**config.mk**
```make
export PLATFORM = sky130hd
export DESIGN_NAME = rr_mux_arbiter_flat
export DESIGN_NICKNAME = d
export VERILOG_FILES = /design/src/rtl/mux_arb_pkg.sv /design/src/rtl/rr_mux_arbiter_if.sv /design/src/rtl/rr_pick.sv /design/src/rtl/rr_mux_arbiter.sv /design/src/flat_wrapper.sv
export SDC_FILE = /design/constraint.sdc
export NUM_CORES = 1
export LEC_CHECK = 0
export ABC_AREA = 1
export CAP_MARGIN = 20
export CORE_MARGIN = 2
export CORE_UTILIZATION = 42
export CTS_BUF_LIST = sky130_fd_sc_hd__clkbuf_8
export CTS_CLUSTER_DIAMETER = 100
export DETAILED_ROUTE_END_ITERATION = 12
export PLACE_DENSITY_LB_ADDON = 0.1
export SYNTH_ARGS = -nofsm -noshare
export SYNTH_HDL_FRONTEND = slang
export SYNTH_SLANG_ARGS = --single-unit
```
**constraint.sdc**
```tcl
create_clock -name clk -period 3.55 [get_ports clk]
set_clock_uncertainty 0.15 [all_clocks]
set_input_delay 0.71 -clock clk [delete_from_list [all_inputs] [get_ports clk]]
set_output_delay 0.71 -clock clk [all_outputs]
set_load 0.005 [all_outputs]
```
**src/rtl/mux_arb_pkg.sv**
```systemverilog
// Shared types and helpers for the round-robin mux arbiter.
package mux_arb_pkg;

  localparam int unsigned DefNumReq = 4;
  localparam int unsigned DefWidth  = 8;

  // Output register occupancy.
  typedef enum logic [0:0] {StIdle, StFull} arb_state_e;

  // Round-robin pointer increment with wrap at num.
  function automatic int unsigned ptr_inc(int unsigned ptr, int unsigned num);
    return (ptr == num - 1) ? 0 : ptr + 1;
  endfunction

endpackage

```
**src/rtl/rr_mux_arbiter_if.sv**
```systemverilog
// Requester/sink bus for rr_mux_arbiter.
// With RR_MUX_ARBITER_LOCK_EN defined, a per-requester lock vector is added.
interface rr_mux_arbiter_if #(
  parameter int unsigned NUM_REQ = 4,
  parameter int unsigned WIDTH   = 8
);
  localparam int unsigned SEL_W = $clog2(NUM_REQ);

  logic [NUM_REQ-1:0]       req;
  logic [NUM_REQ*WIDTH-1:0] in_data;
  logic [NUM_REQ-1:0]       ack;
  logic                     out_valid;
  logic [WIDTH-1:0]         out_data;
  logic [SEL_W-1:0]         out_src;
  logic                     out_ready;
`ifdef RR_MUX_ARBITER_LOCK_EN
  logic [NUM_REQ-1:0]       lock;
`endif

  // Requesters and sink side.
  modport master (
    output req, in_data, out_ready,
    input  ack, out_valid, out_data, out_src
`ifdef RR_MUX_ARBITER_LOCK_EN
    , output lock
`endif
  );

  // Arbiter side.
  modport slave (
    input  req, in_data, out_ready,
    output ack, out_valid, out_data, out_src
`ifdef RR_MUX_ARBITER_LOCK_EN
    , input lock
`endif
  );

endinterface

```
**src/rtl/rr_pick.sv**
```systemverilog
// Combinational round-robin search: first requester at or after rr_ptr, wrapping.
module rr_pick #(
  parameter int unsigned NUM_REQ = 4,
  localparam int unsigned SEL_W  = $clog2(NUM_REQ)
) (
  input  logic [NUM_REQ-1:0] req,
  input  logic [SEL_W-1:0]   rr_ptr,
  output logic [SEL_W-1:0]   pick,
  output logic               any_req
);

  logic [SEL_W:0]   idx;
  logic [SEL_W-1:0] cand;

  // Scan NUM_REQ positions starting at rr_ptr; keep the first hit.
  always_comb begin
    pick    = '0;
    any_req = 1'b0;
    idx     = '0;
    cand    = '0;
    for (int unsigned k = 0; k < NUM_REQ; k++) begin
      idx = {1'b0, rr_ptr} + (SEL_W + 1)'(k);
      if (idx >= (SEL_W + 1)'(NUM_REQ)) idx = idx - (SEL_W + 1)'(NUM_REQ);
      cand = idx[SEL_W-1:0];
      if (!any_req && req[cand]) begin
        pick    = cand;
        any_req = 1'b1;
      end
    end
  end

endmodule

```
**src/rtl/rr_mux_arbiter.sv**
```systemverilog
// Round-robin arbiter driving a shared N-to-1 mux into a one-deep output register.
// Optional owner lock is enabled by defining RR_MUX_ARBITER_LOCK_EN.
module rr_mux_arbiter
  import mux_arb_pkg::*;
#(
  parameter int unsigned NUM_REQ = DefNumReq,
  parameter int unsigned WIDTH   = DefWidth,
  localparam int unsigned SEL_W  = $clog2(NUM_REQ)
) (
  input logic             clk,
  input logic             rst_n,
  rr_mux_arbiter_if.slave bus
);

  arb_state_e       state_q, state_d;
  logic [SEL_W-1:0] rr_ptr_q, rr_ptr_d;
  logic [WIDTH-1:0] out_data_q, out_data_d;
  logic [SEL_W-1:0] out_src_q, out_src_d;
  logic             out_valid_q, out_valid_d;

  logic [SEL_W-1:0] rr_idx, pick;
  logic             rr_any, any_req, can_load, load;
  logic [WIDTH-1:0] sel_data;

  rr_pick #(
    .NUM_REQ (NUM_REQ)
  ) u_pick (
    .req     (bus.req),
    .rr_ptr  (rr_ptr_q),
    .pick    (rr_idx),
    .any_req (rr_any)
  );

`ifdef RR_MUX_ARBITER_LOCK_EN
  logic             locked_q, locked_d;
  logic [SEL_W-1:0] owner_q, owner_d;

  // While locked only the owner may win; an idle owner stalls everyone.
  assign pick    = locked_q ? owner_q : rr_idx;
  assign any_req = locked_q ? bus.req[owner_q] : rr_any;
`else
  assign pick    = rr_idx;
  assign any_req = rr_any;
`endif

  assign can_load = (state_q == StIdle) || bus.out_ready;
  // rst_n gating keeps ack low while reset is asserted.
  assign load     = can_load && any_req && rst_n;

  // Data mux and one-hot ack for the current winner.
  always_comb begin
    sel_data = '0;
    bus.ack  = '0;
    for (int unsigned i = 0; i < NUM_REQ; i++) begin
      if (pick == SEL_W'(i)) begin
        sel_data   = bus.in_data[i*WIDTH +: WIDTH];
        bus.ack[i] = load;
      end
    end
  end

  // Next-state: capture on load, drain on idle load slot, otherwise hold.
  always_comb begin
    state_d     = state_q;
    rr_ptr_d    = rr_ptr_q;
    out_data_d  = out_data_q;
    out_src_d   = out_src_q;
    out_valid_d = out_valid_q;
`ifdef RR_MUX_ARBITER_LOCK_EN
    locked_d    = locked_q;
    owner_d     = owner_q;
`endif
    if (load) begin
      out_data_d  = sel_data;
      out_src_d   = pick;
      out_valid_d = 1'b1;
      state_d     = StFull;
`ifdef RR_MUX_ARBITER_LOCK_EN
      if (bus.lock[pick]) begin
        locked_d = 1'b1;
        owner_d  = pick;
      end else begin
        locked_d = 1'b0;
        rr_ptr_d = SEL_W'(ptr_inc(32'(pick), NUM_REQ));
      end
`else
      rr_ptr_d = SEL_W'(ptr_inc(32'(pick), NUM_REQ));
`endif
    end else if (can_load) begin
      out_valid_d = 1'b0;
      state_d     = StIdle;
    end
  end

  // State and output register.
  always_ff @(posedge clk or negedge rst_n) begin
    if (!rst_n) begin
      state_q     <= StIdle;
      rr_ptr_q    <= '0;
      out_data_q  <= '0;
      out_src_q   <= '0;
      out_valid_q <= 1'b0;
`ifdef RR_MUX_ARBITER_LOCK_EN
      locked_q    <= 1'b0;
      owner_q     <= '0;
`endif
    end else begin
      state_q     <= state_d;
      rr_ptr_q    <= rr_ptr_d;
      out_data_q  <= out_data_d;
      out_src_q   <= out_src_d;
      out_valid_q <= out_valid_d;
`ifdef RR_MUX_ARBITER_LOCK_EN
      locked_q    <= locked_d;
      owner_q     <= owner_d;
`endif
    end
  end

  assign bus.out_valid = out_valid_q;
  assign bus.out_data  = out_data_q;
  assign bus.out_src   = out_src_q;

endmodule
```
**src/flat_wrapper.sv**
```systemverilog
// flat-port wrapper written by rule: the top's interface ports become plain ports
module rr_mux_arbiter_flat import mux_arb_pkg::*;
#(
  parameter int unsigned NUM_REQ = DefNumReq,
  parameter int unsigned WIDTH   = DefWidth,
  localparam int unsigned SEL_W  = $clog2(NUM_REQ)
)
  (clk, rst_n, bus_req, bus_in_data, bus_out_ready, bus_ack, bus_out_valid, bus_out_data, bus_out_src);
  rr_mux_arbiter_if #(.NUM_REQ(NUM_REQ), .WIDTH(WIDTH)) bus_i ();
  input logic clk;
  input logic rst_n;
  input wire logic [$bits(bus_i.req)-1:0] bus_req;
  input wire logic [$bits(bus_i.in_data)-1:0] bus_in_data;
  input wire logic [$bits(bus_i.out_ready)-1:0] bus_out_ready;
  output wire logic [$bits(bus_i.ack)-1:0] bus_ack;
  output wire logic [$bits(bus_i.out_valid)-1:0] bus_out_valid;
  output wire logic [$bits(bus_i.out_data)-1:0] bus_out_data;
  output wire logic [$bits(bus_i.out_src)-1:0] bus_out_src;
  assign bus_i.req = bus_req;
  assign bus_i.in_data = bus_in_data;
  assign bus_i.out_ready = bus_out_ready;
  assign bus_ack = bus_i.ack;
  assign bus_out_valid = bus_i.out_valid;
  assign bus_out_data = bus_i.out_data;
  assign bus_out_src = bus_i.out_src;
  rr_mux_arbiter #(.NUM_REQ(NUM_REQ), .WIDTH(WIDTH)) u_core (.clk(clk), .rst_n(rst_n), .bus(bus_i));
endmodule
```
==> metrics.md, run 1 <==
| Metric | Value |
|---|---|
| Clock insertion delay at the later pin of the skew report | 0.24 ns |
| Final number of setup-violating endpoints | 0 |
| Filler cells | 205 |
| Arrival time of the worst setup path | 2.47 ns |
| Simple-gate share of the synthesized area | 0.417 |
| Timing-limited maximum frequency | 300 MHz |
| Xor-xnor portion of the synthesized cell area | 0 |
| Final Max Tran Viols | 0 |
| Total track usage | 0.215 |
| TritonCTS clock tree | done |
| Grt ovf | 0 |
| Commonest non-fill, non-tap cells in the layout | 82 x sky130_fd_sc_hd__nand2_1, 48 x sky130_fd_sc_hd__clkdlybuf4s50_1, 19 x sky130_fd_sc_hd__o21ai_0, 15 x sky130_fd_sc_hd__buf_4, 14 x sky130_fd_sc_hd__inv_1 |
| Half-perimeter wire length after placement | 2550 microns |
| Clk slew on worst S/H paths | 0.05 ns |
| Setup slack of the most critical reg-to-reg path | 0.67 ns |
| Power per cell area | 1100 nW/um^2 |
| Most common cell type on the critical path | sky130_fd_sc_hd__nand2_1 |
| Period minus WS final | 3.33 ns |
| Number of cells traversed by the worst register-to-register path | 20 |
| Placeable core region | 2500 sq um |
| Count of state elements after synthesis | 13 |
| Fraction of synthesized area in multiplexers | 0 |
| Max-cap violations | 0 |
| Overall die width | 55.5 microns |
| Net count after synthesis | 223 |
| Fraction of the mapped netlist area in adder cells | 0.0449 |
| Count of nets left with antenna violations after detail routing | 0 |
| Gate Count Post-Synth | 180 |
| Master of the slowest instance on the critical path | sky130_fd_sc_hd__clkdlybuf4s50_1 |
| Total leakage power | 0.905 nW |
| Most frequent standard cell in the layout excluding fill and tap cells | sky130_fd_sc_hd__nand2_1 |
| Via count of the first global-routing pass | 1368 |
| DRC violation count after routing | 0 |
| Depth of the worst hold-timing path | 2 |
| Hold crit path type | reg -> reg |
| Worst setup EP type | primary output |
| End-of-flow core utilization | 0.720 |
| Iteration count of the initial detailed-routing pass | 4 |
| Crit path buf inv count | 6 |
| Relative max-transition margin | 0.756 |
| I/O pin count | 54 |
| Starting density of the core | 0.445 |
| Buffer depth of the longest clock path | 2 |
| Critical path launch point type | input pin |
| Transition time at the pin with the least slew margin | 0.365 ns |
| Layout overhead on the synthesized area | 61.6% |
| Sequential share of the synthesized area | 0.292 |
| Worst path max stage delay | 0.48 ns |
| Startpoint-to-endpoint class of the critical path | in -> out |
| Net count, final | 289 |
| Complex-gate fraction of the synthesized area | 0.146 |
| Largest net degree at the start of global routing | 17 |
| Status | finished, final reports clean |
| Total wirelength of the detailed-routed design | 3130 microns |
| Post-synthesis cell area | 1110 sq um |
| YS warnings | 0 |
| Cell variety after synth | 19 |
| Worst path top cell family by delay | buffers and inverters |
| Total number of H-tree levels | 1 |
| Mean Syn Cell Area | 6.19 sq um |
| Stages on worst setup path | 14 |
| Main combinational cell family by area after synthesis | simple AND/OR/NAND/NOR gates |
| Die Footprint | 3080 sq um |
| Critical-path maximum fanout | 3 |
| Antenna violations before repair | 0 |
| Vias/cell | 4.87 |
| Maximum ir drop on the vdd rail | 0.668 mV |
| Number of standard cells in the layout, taps in and fillers out | 275 |
| Fraction of layout instances using a drive strength above 1 | 0.176 |
| Cell count after placement | 270 |
| First-pass GRT wire length | 5400 microns |
| Ant. Diodes | 0 |
| Final Hold Violating Endpoints | 0 |
| Global placement routability congestion | 0.843 |
| Detailed router's first-iteration violation count | 35 |
| Overall die height | 55.5 microns |
| Port buffer count | 53 |
| CP Data Required Time | 2.69 ns |
| Mean routed wirelength per cell | 11.4 microns |
| Period utilisation layout | 0.939 |
| Vias after detailed routing | 1339 |
| Worst path cell trace | clkdlybuf4s50_1 > inv_1 > nand2_1 > nand2_1 > o21ai_2 > inv_2 > nand3_1 > nand3_1 > nand2_1 > buf_4 > ha_2 > inv_1 > nor2_1 > clkbuf_2 |
| Cell chosen for the clock root | sky130_fd_sc_hd__clkbuf_8 |
| Total CTS buffers | 3 |
| Number of standard-cell rows in the floorplan | 18 |
| Number of hold buffers added after cts | 0 |
| Number of sinks handled by clock tree synthesis | 13 |
==> per-stage QoR <==
step	instance area, sq um	TNS, ns	worst slack [ns]	hold WS [ns]	power [mW]
after floorplan	1110	0	0.442	0.264	1.21
after global placement	1740	-0.540	-0.158	0.317	1.76
after detailed placement	1740	-0.738	-0.210	0.319	1.81
after CTS	1800	0	0.103	0.339	1.96
after global routing	1800	-0.0117	-0.0117	0.362	2.21
final	1800	0	0.217	0.334	1.97
==> sequential cells by signal, summed over array words and instances, names as in the netlist <==
register and cells:
u_core.bus.out_data 8, u_core.bus.out_src 2, u_core.rr_ptr_q 2, u_core.bus.out_valid 1
==> logic make-up (layout without fill, tap and decap cells) <==
| logic type | after synthesis | count (layout) |
|---|---|---|
| DFF | 13 | 13 |
| AOI/OAI and AO/OA | 31 | 31 |
| and+or+nand+nor | 108 | 108 |
| adders and majority gates | 4 | 4 |
| buffers and inverters | 24 | 89 |
==> cell usage after synthesis, drive strengths merged <==
| cell | count | area share |
|---|---|---|
| dfrtp | 13 | 0.29 |
| buf | 3 | 0.027 |
| nand4 | 1 | 0.0056 |
| a21oi | 8 | 0.036 |
| clkbuf | 4 | 0.013 |
| nor2 | 8 | 0.040 |
| o21ai | 23 | 0.11 |
| ha | 4 | 0.045 |
| nand3 | 11 | 0.063 |
| inv | 17 | 0.060 |
| nand2 | 88 | 0.31 |
==> report_power, final <==
part	leakage [nW]	total (mW)	internal [mW]	switching [mW]
sequential	0.163	0.273	0.218	0.0551
combinational	0.715	1.57	0.716	0.855
clock	0.0269	0.127	0.0762	0.0506
total	0.905	1.97	1.01	0.961
==> layer usage <==
metal	global-route usage	share of wire	vias up	wire [microns]
met5	0	0	-	0
met4	0.0592	0.0048	0	15
met3	0.0562	0.052	2	162
met2	0.425	0.57	36	1770
met1	0.215	0.38	607	1180
li1	-	-	694	-
==> timing repair <==
action | CTS | global route
pin swaps | 1 | 4
setup buffers | 0 | 1
gates resized for setup | 7 | 13
setup endpoints to repair | 4 | 4
==> worst min-delay path: stages (launching register included) <==
cell and delay, ns:
sky130_fd_sc_hd__dfrtp_1 0.34, sky130_fd_sc_hd__nand2_1 0.05, sky130_fd_sc_hd__nand2_1 0.05
==> final timing paths <==
| kind | from | to |
|---|---|---|
| min | u_core.bus.out_data[6]$_DFFE_PN0P_ | u_core.bus.out_data[6]$_DFFE_PN0P_ |
| min in group asynchronous | rst_n | u_core.bus.out_src[1]$_DFFE_PN0P_ |
| max | bus_req[0] | bus_ack[1] |
| max reg2reg | u_core.rr_ptr_q[0]$_DFFE_PN0P_ | u_core.bus.out_data[5]$_DFFE_PN0P_ |
| min reg2reg | u_core.bus.out_data[6]$_DFFE_PN0P_ | u_core.bus.out_data[6]$_DFFE_PN0P_ |
| max in group asynchronous | rst_n | u_core.bus.out_valid$_DFFE_PN0P_ |
==> area by class of cell <==
class                   count  area [sq um]  area share
well taps                  30          37.5      0.0209
multi-input cells         143           699       0.389
clock inverters             1          3.75     0.00209
flip-flops and latches     13           325       0.181
inverters                  17          66.3      0.0369
clock buffers               3          41.3      0.0229
repair buffers             68           626       0.348
No activity file was read; power rests on OpenSTA's default activity.
==> run 2: changes to the inputs <==
--- a/config.mk
+++ b/config.mk
@@ -7,8 +7,10 @@
 export LEC_CHECK = 0
 export ABC_AREA = 1
 export CAP_MARGIN = 20
+export CELL_PAD_IN_SITES_DETAIL_PLACEMENT = 0
+export CELL_PAD_IN_SITES_GLOBAL_PLACEMENT = 2
 export CORE_MARGIN = 2
-export CORE_UTILIZATION = 42
+export CORE_UTILIZATION = 20
 export CTS_BUF_LIST = sky130_fd_sc_hd__clkbuf_8
 export CTS_CLUSTER_DIAMETER = 100
 export DETAILED_ROUTE_END_ITERATION = 12
@@ -16,3 +18,4 @@
 export SYNTH_ARGS = -nofsm -noshare
 export SYNTH_HDL_FRONTEND = slang
 export SYNTH_SLANG_ARGS = --single-unit
+export TNS_END_PERCENT = 1
==> run 2 against run 1 <==
  * Clock power about the same
  * Critical path depth unchanged
  * Utilization decreased by 37 points
  * Die area increased by 100%
  * Hold slack got worse by 0.0025 ns
  * Total power increased by 1.7%
  * Sequential share of layout area decreased by 0.79 points
  * Clock-buffer cell count unchanged
  * Global-route usage decreased by 9.0 points
  * Final area increased by 4.6%
  * Largest power group unchanged
  * Highest routed layer unchanged
==> metrics.md, run 2 (synthesized netlist as in run 1, its figures left out) <==
| Metric | Value |
|---|---|
| Status | finished, final reports clean |
| Total number of H-tree levels | 1 |
| Starting density of the core | 0.205 |
| Net count, final | 289 |
| DRC violation count after routing | 0 |
| Grt ovf | 0 |
| Cell count after placement | 313 |
| Total CTS buffers | 3 |
| Fraction of layout instances using a drive strength above 1 | 0.167 |
| CP Data Required Time | 2.69 ns |
| Number of buffers inserted to repair setup after CTS | 0 |
| Filler cells | 593 |
| Clk slew on worst S/H paths | 0.05 ns |
| Critical path launch point type | input pin |
| Setup crit start | bus_req[0] |
| Commonest non-fill, non-tap cells in the layout | 82 x sky130_fd_sc_hd__nand2_1, 48 x sky130_fd_sc_hd__clkdlybuf4s50_1, 19 x sky130_fd_sc_hd__o21ai_0, 14 x sky130_fd_sc_hd__buf_4 |
| Critical-path maximum fanout | 3 |
| Largest net degree at the start of global routing | 17 |
| Die Footprint | 6180 sq um |
| Period utilisation layout | 0.958 |
| Number of standard-cell rows in the floorplan | 27 |
| Clock insertion delay at the later pin of the skew report | 0.24 ns |
| Final Max Tran Viols | 0 |
| Number of standard cells in the layout, taps in and fillers out | 317 |
| Most common cell type on the critical path | sky130_fd_sc_hd__nand2_1 |
| Worst path max stage delay | 0.47 ns |
| Most frequent standard cell in the layout excluding fill and tap cells | sky130_fd_sc_hd__nand2_1 |
| Ant. Diodes | 0 |
| Flip-flop count of the largest register, all copies and words added | 8 |
| First-pass GRT wire length | 6160 microns |
| Number of hold buffers added after cts | 0 |
| Hold crit path type | reg -> reg |
| TritonCTS clock tree | done |
| Setup slack of the most critical reg-to-reg path | 0.64 ns |
| Overall die width | 78.6 microns |
| I/O pin count | 54 |
| Mean routed wirelength per cell | 10.9 microns |
| Detailed router's first-iteration violation count | 21 |
| Relative max-transition margin | 0.754 |
| Max-cap violations | 0 |
| Final Hold Violating Endpoints | 0 |
| Vias after detailed routing | 1305 |
| Termination of the worst setup path | bus_ack[2] |
| Power per cell area | 1070 nW/um^2 |
| Worst path cell trace | clkdlybuf4s50_1 > inv_1 > nand2_1 > nand2_1 > o21ai_2 > inv_2 > nand3_1 > nand3_2 > nand2_1 > inv_1 > ha_1 > inv_2 > nor2_1 > dlygate4sd2_1 |
| Total wirelength of the detailed-routed design | 3470 microns |
| Count of nets left with antenna violations after detail routing | 0 |
| Period minus WS final | 3.40 ns |
| Number of sinks handled by clock tree synthesis | 13 |
| Total leakage power | 0.926 nW |
| Worst setup EP type | primary output |
| Total track usage | 0.125 |
| Port buffer count | 53 |
| Total power consumption of the routed design | 2.00 mW |
| Startpoint-to-endpoint class of the critical path | in -> out |
| Maximum ir drop on the vdd rail | 0.324 mV |
| Final number of setup-violating endpoints | 0 |
| Vias/cell | 4.12 |
| Antenna violations before repair | 0 |
| Timing-limited maximum frequency | 294 MHz |
| Layout overhead on the synthesized area | 69.0% |
| Half-perimeter wire length after placement | 2910 microns |
| Number of cells traversed by the worst register-to-register path | 20 |
| Placeable core region | 5440 sq um |
| Global placement routability congestion | 0.853 |
| Buffer depth of the longest clock path | 2 |
| Transition time at the pin with the least slew margin | 0.369 ns |
| Overall die height | 78.6 microns |
| Via count of the first global-routing pass | 1430 |
| Iteration count of the initial detailed-routing pass | 4 |
| Master of the slowest instance on the critical path | sky130_fd_sc_hd__clkdlybuf4s50_1 |
| R2r endpoint | u_core.bus.out_data[4]$_DFFE_PN0P_ |
| Arrival time of the worst setup path | 2.54 ns |
| Unrepaired setup endpoints after global routing | yes |
| Cell chosen for the clock root | sky130_fd_sc_hd__clkbuf_8 |
| Launching point of the worst reg2reg path | u_core.rr_ptr_q[0]$_DFFE_PN0P_ |
==> run 2: area by class of cell <==
class	instances	area [sq um]	area share
repair buffers	68	651	0.346
flip-flops and latches	13	325	0.173
well taps	72	90.1	0.0479
clock buffers	3	41.3	0.0219
inverters	17	66.3	0.0352
multi-input cells	143	704	0.374
clock inverters	1	3.75	0.00199
==> run 2: metal layers <==
layer  routed length, microns  vias to the layer above  track usage  part of all wire
met5                        0                        -            0                 0
met4                       34                        0       0.0246            0.0098
met2                     1930                       28        0.242              0.56
li1                         -                      694            -                 -
met1                     1310                      579        0.129              0.38
met3                      193                        4       0.0414             0.056
==> run 2: worst max-delay path, delay by kind of cell <==
| kind | cells | cell delay (ns) |
|---|---|---|
| buffers and inverters | 6 | 0.97 |
| AND/OR/NAND/NOR | 6 | 0.44 |
| adder cells (fa/ha/maj) | 1 | 0.22 |
| AO/OA/AOI/OAI | 1 | 0.20 |
==> run 2: worst min-delay path by stage <==
stage,start,to,slack [ns],depth (start not counted)
6_report,u_core.bus.out_src[1]$_DFFE_PN0P_,u_core.bus.out_src[1]$_DFFE_PN0P_,0.33,2
5_1_grt,u_core.bus.out_data[0]$_DFFE_PN0P_,u_core.bus.out_data[0]$_DFFE_PN0P_,0.35,2
4_1_cts,u_core.bus.out_data[7]$_DFFE_PN0P_,u_core.bus.out_data[7]$_DFFE_PN0P_,0.34,2
2_1_floorplan,rst_n,u_core.bus.out_data[0]$_DFFE_PN0P_,0.26,0
3_5_place_dp,u_core.bus.out_data[0]$_DFFE_PN0P_,u_core.bus.out_data[0]$_DFFE_PN0P_,0.32,2
3_3_place_gp,u_core.bus.out_data[7]$_DFFE_PN0P_,u_core.bus.out_data[7]$_DFFE_PN0P_,0.32,2
==> run 2: power breakdown <==
group | internal (mW) | switching (mW) | total, mW | leakage (nW)
sequential | 0.218 | 0.0546 | 0.272 | 0.163
clock | 0.0762 | 0.0512 | 0.127 | 0.0269
combinational | 0.724 | 0.881 | 1.61 | 0.736
total | 1.02 | 0.986 | 2.00 | 0.926
==> run 2: through the flow <==
stage	setup slack, ns	TNS, ns	area, sq um	util	hold WS (ns)
after global placement	-0.260	-0.793	1810	0.334	0.315
final	0.148	0	1880	0.346	0.331
after floorplan	0.442	0	1110	-	0.264
after CTS	0.0800	0	1860	0.342	0.339
after detailed placement	-0.204	-0.722	1810	0.334	0.319
after global routing	-0.0293	-0.0352	1880	0.346	0.347
==> run 2: what timing repair did <==
action	CTS	global route
pin swaps	1	3
endpoints found under the hold margin	0	0
setup endpoints to repair	4	4
gates resized for setup	6	10
